**src/rtl/fetch_unit.sv**
```systemverilog
// Instruction fetch unit: holds the control state register, runs the
// single-outstanding instruction-read handshake, and owns PC/IR. A request
// that sees no acknowledge within 16 wait cycles sets a sticky FAULT.
module fetch_unit (
    input  logic        CLK,
    input  logic        RESET_N,
    input  logic [2:0]  N,
    input  logic        FETCH,
    output logic [2:0]  s,
    output logic        MEM_REQ,
    output logic [7:0]  MEM_ADDR,
    input  logic        MEM_ACK,
    input  logic [15:0] MEM_DATA,
    output logic [15:0] IR,
    output logic [7:0]  PC,
    output logic        EXTRA,
    input  logic        JUMP,
    input  logic [7:0]  JUMP_ADDR,
    input  logic        HALT,
    output logic        FAULT
);

    localparam logic [2:0] S_FETCH = 3'b000;

    logic [3:0] wcnt;
    logic       in_fetch;
    logic       ack;
    logic       timeout;
    logic       start;

    assign in_fetch = (s == S_FETCH);
    // acknowledge only counts while a request is outstanding
    assign ack      = MEM_REQ & MEM_ACK;
    assign timeout  = MEM_REQ & ~MEM_ACK & (wcnt == 4'hF);
    // FETCH is the controller's decode of s==000; both must agree to start
    assign start    = in_fetch & FETCH & ~MEM_REQ & ~HALT & ~FAULT;

    // address is the PC itself, so it stays stable for the whole request
    assign MEM_ADDR = PC;
    // straight from a flop, so no combinational path from N can glitch it
    assign EXTRA    = IR[15];

    // state, handshake, wait counter, fault flag and PC/IR update
    always_ff @(posedge CLK or negedge RESET_N) begin
        if (!RESET_N) begin
            s       <= S_FETCH;
            MEM_REQ <= 1'b0;
            wcnt    <= 4'd0;
            FAULT   <= 1'b0;
            IR      <= 16'h0000;
            PC      <= 8'h00;
        end else begin
            // fetch state is left only by a completed handshake
            if (!in_fetch || ack)
                s <= N;

            if (start)
                MEM_REQ <= 1'b1;
            else if (ack || timeout)
                MEM_REQ <= 1'b0;

            if (ack || timeout)
                wcnt <= 4'd0;
            else if (MEM_REQ)
                wcnt <= wcnt + 4'd1;

            if (timeout)
                FAULT <= 1'b1;

            // jumps are only honoured in execute states; PC wraps naturally
            if (ack) begin
                IR <= MEM_DATA;
                PC <= PC + 8'd1;
            end else if (!in_fetch && JUMP) begin
                PC <= JUMP_ADDR;
            end
        end
    end

endmodule

```
**config.mk**
```make
export PLATFORM = sky130hd
export DESIGN_NAME = fetch_unit
export DESIGN_NICKNAME = d
export VERILOG_FILES = /design/src/rtl/fetch_unit.sv
export SDC_FILE = /design/constraint.sdc
export NUM_CORES = 1
export LEC_CHECK = 0
export CAP_MARGIN = 20
export CELL_PAD_IN_SITES_DETAIL_PLACEMENT = 1
export CELL_PAD_IN_SITES_GLOBAL_PLACEMENT = 1
export CORE_UTILIZATION = 32
export CTS_CLUSTER_SIZE = 40
export DETAILED_ROUTE_END_ITERATION = 12
export HOLD_SLACK_MARGIN = 0.02
export PLACE_DENSITY_LB_ADDON = 0.1
export SKIP_LAST_GASP = 1
export SLEW_MARGIN = 20
export SYNTH_ARGS = -nofsm -noshare
export SYNTH_HDL_FRONTEND = slang
export SYNTH_SLANG_ARGS = --single-unit
```
**constraint.sdc**
```tcl
create_clock -name CLK -period 3.7 [get_ports CLK]
set_input_delay 0.74 -clock CLK [delete_from_list [all_inputs] [get_ports CLK]]
set_output_delay 0.74 -clock CLK [all_outputs]
set_load 0.02 [all_outputs]
```
# After elaboration in Yosys (flattened, before gate mapping)
# Cells that the tools add are included.
# word_totals
elab_cells	34
in_bits	33
output_inout_bits	38
regBits	33
# op_classes
n_mux	6
reduce_logical	8
eq_ne	1
n_bitwise	11
addsub	2
# op_table
op	count
$mux W8	2
$add A8 B1 Y8 const B	1
$mux W4	2
$and A1 B1 Y1	7
$reduce_bool A2 Y1	3
$add A4 B1 Y4 const B	1
$eq A4 B4 Y1 const B	1
$not A1 Y1	4
$logic_not A3 Y1	1
$logic_or A1 B1 Y1	2
$mux W1	2
$logic_and A1 B1 Y1	1
$logic_not A1 Y1	1

# Longest topological paths before layout
# logic_depth
depth_word	6
mapped_depth	6
depth_no_buf	4

# Worst setup path after synthesis
# OpenSTA, ideal clock, no wires.
# synth_path
path_kind	input -> register
startpoint	in MEM_ACK
endpoint	reg s[0]
t_required_ns	3.581
arrival_ns	1.564
path_slack_ns	2.017
path_buffers	1
path_stages	4
setup_ns	0.119
path_cell_list	and2_4 -> buf_6 -> or4_4 -> and2_1
# synth_via
elab_chain_len	2
# synth_rtl
item	line_no	rtl
start: declaration	12	input logic MEM_ACK,
$and A1 B1 Y1	33	assign ack = MEM_REQ & MEM_ACK;
$logic_or A1 B1 Y1	54	if (!in_fetch || ack)
end signal: assignment	46	s <= S_FETCH;
end signal: assignment	55	s <= N;
end: declaration	9	output logic [2:0] s,
# No other way between the ends.
# A chain may end at the register's enable or synchronous reset.

# Worst setup path after layout
# layout_path
startpoint	in MEM_ACK
endpoint	reg PC[5], in the netlist MEM_ADDR[5]
# layout_via
elab_chain_len	2
# layout_rtl
item	line_no	rtl
$and A1 B1 Y1 (*)	33	
$mux W8 or $reduce_bool A2 Y1 (tied branches)	-	
end signal: assignment	73	PC <= PC + 8'd1;
end: declaration	15	output logic [7:0] PC,
# Mark *: on every way between the ends. The rest lies on a longest branch, timed or not.

==> flow_metrics.tcl <==
set metrics [dict create \
    outcome "complete, no violations" \
    grt_pass1_vias 1509 \
    slew_viol_final 0 \
    power_frac_clock_pct 18.4 \
    overflow 0 \
    synth_warnings 0 \
    grt_pass1_wl_um 7293 \
    p_int_uw 907.6 \
    post_cts_resized 0 \
    setup-tns-final_ns 0 \
    die_x_um 72.30 \
    synth_cell_types 37 \
    die_area_mm2 0.005227 \
    ys.flop_type "dfrtp_1" \
    synth_top_area_share_pct 52.22 \
    critPathLaunchType "input port" \
    avgRoutedWirePerCell_um 14.62 \
    grt_max_degree 34 \
    p_seq_share_pct 39.2 \
    grt_use_total_pct 18.35 \
    setup_violations 0 \
    dp.final_hpwl_um 3148 \
    powerDensity_mw_per_mm2 620.5 \
    yosysSeqAreaShare_pct 52.22 \
    cts_tree "yes" \
    diodes 0 \
    cp_slowest_cell "clkdlybuf4s50_1" \
    path_max_fanout 28 \
    crit_chain "clkdlybuf4s50_1 > nand2_2 > o31a_1 > a211o_1" \
    placed_area_mm2 0.002263 \
    clkTransAtPathRegs_ns 0.07 \
    final_area_mm2 0.002350 \
    clockBufferDepth 2 \
    io_buffers 70 \
    numCtsBuffers 5 \
    leakage_uw 0.001008 \
    drcViolationCount 0 \
    setup_ws_ns 1.446 \
    root_buffer "clkbuf_8" \
    cts_max_level 2 \
    power.net_switching_uw 550.4 \
    viasPerCell 4.849 \
    final_antenna_net_count 0 \
    swShare_pct 37.75 \
    slowest_delay_ns 0.59 \
    synth_edf_count 0 \
    antenna_found_initial 0 \
    rows 25 \
    end_kind "flip-flop" \
    cp.required_ns 3.87 \
    fin_nets 266 \
    syn2layout_area_growth_pct 48.58 \
    skew_ns 0.004720 \
    fmax_mhz 443.7 \
    drv_cap 0 \
    die_h_um 72.30 \
    async_reset_ff_share_pct 100.0 \
    drive_gt1_share_pct 6.034 \
    slew_headroom_pct 63.82 \
    start_util_pct 33.26 \
    power_frac_comb_pct 42.3 \
    insertion_delay_ns 0.28 \
    netlist_instances 168 \
    fin_cells 299 \
    io_pins 71 \
    hp-class "reg2reg" \
    place_congestion 0.7731 \
    synthTopCellsByArea "dfrtp_1 (52%), nand2_1 (13%), buf_4 (4.7%)" \
    synth_top_cell_by_area "dfrtp_1" \
    critPathArrivalTime_ns 2.43 \
    drt_iter0_markers 79 \
    crit_type "in2reg" \
    peakVddDrop_mv 0.2264 \
    period_minus_slack_ns 2.254 \
    cts_hold_buf 0 \
    num_vias 1450 \
    dp_worst_setup_slack_ns 1.133 \
    syn_area_mm2 0.001582 \
    syn_area_per_cell_um2 9.414 \
    clock-sinks 33 \
    worst_slew_pin_slew_ns 0.5408 \
    coreArea_mm2 0.004755 \
    ys_seq_elements 33 \
    synthesis.nets 203 \
    dp.cells 291 \
    routed_wl_um 4371 \
    hold_viol 0 \
    finalCritPeriodShare_pct 60.92 \
    firstDrtPassIters 4 \
    postCtsSetupBuffers 0 \
    rsz0062_at_grt "no" \
]
==> cells in the final DEF (no fill, tap or decap), types with 3 or more instances in the layout <==
master / n
nand3_1: 9
nor3_1: 5
nand2_1: 55
nor4_1: 3
o21ai_0: 6
and2_1: 3
dfrtp_1: 33
clkbuf_8: 5
a21oi_1: 5
and3_1: 3
clkdlybuf4s50_1: 70
==> critical path, delay by kind of cell <==
family                 cells  cell delay [ns]
AOI/OAI and AO/OA          2             0.71
buffers and inverters      1             0.59
and+or+nand+nor            1             0.37
==> cells in the mapped netlist (all sizes together), types with 3 or more instances <==
cell / count
nand3: 9
o21ai: 6
nand2: 56
and3: 3
nor4: 3
a21oi: 5
dfrtp: 33
and2: 4
buf: 13
nor3: 5
==> cell families (layout without fill, tap and decap cells) <==
kind of cell | count (synthesis) | after routing | share of synthesized area [%]
compound gates | 24 | 24 | 10.76
fa+ha+maj | 2 | 2 | 1.582
buf+inv | 17 | 81 | 7.437
flops | 33 | 33 | 52.22
mux | 3 | 3 | 1.978
simple gates | 89 | 89 | 26.03
==> registers in the layout, summed over array words and instances (netlist names) <==
signal,cells
MEM_REQ,1
IR,16
s,3
MEM_ADDR,8
FAULT,1
wcnt,4
==> area by class of cell <==
| type | count | area, um^2 |
|---|---|---|
| inverters | 2 | 7.507 |
| multi-input cells | 118 | 638.1 |
| repair buffers | 71 | 708.2 |
| flip-flops and latches | 33 | 825.8 |
| fillers | 564 | 2405 |
| clock inverters | 3 | 17.52 |
| clock buffers | 5 | 68.82 |
| well taps | 67 | 83.83 |
==> layer usage <==
metal  up-vias  global-route usage [%]  share of wire, %
met5         -                       0                 0
met4         0                   7.407               1.3
met3         6                   4.444               5.4
met2        51                   29.18                48
met1       698                   24.09                45
li1        695                       -                 -
==> through the flow <==
stage / utilization, % / power [uW] / hold slack [ns]
final: 49.42 / 1458 / 0.4821
after global routing: 49.42 / 1558 / 0.5159
after CTS: 49.42 / 1477 / 0.4879
after detailed placement: 47.61 / 1203 / 0.4690
after global placement: 47.61 / 1181 / 0.4574
after floorplan: - / 893.9 / 0.4444
==> power groups by stage <==
stage | Combinational (uW) | Sequential (uW) | Clock, uW
5_1_grt | 666 | 595 | 297
4_1_cts | 625 | 575 | 277
3_5_place_dp | 623 | 580 | 0
3_3_place_gp | 608 | 573 | 0
6_report | 617 | 572 | 269
2_1_floorplan | 214 | 680 | 0
==> path summary, 6_finish.rpt <==
| kind | start | end | slack, ns | cells after the start |
|---|---|---|---|---|
| worst max-delay path | MEM_ACK | MEM_ADDR[5] | 1.45 | 4 |
| worst min-delay path | IR[1] | IR[1] | 0.48 | 2 |
| worst max register to register | MEM_REQ | MEM_ADDR[5] | 1.94 | 3 |
| worst min register to register | IR[1] | IR[1] | 0.48 | 2 |
| max in group asynchronous | RESET_N | IR[11] | 2.53 | 2 |
| min in group asynchronous | RESET_N | MEM_ADDR[5] | 0.86 | 2 |
Power figures use the tool's default switching activity.
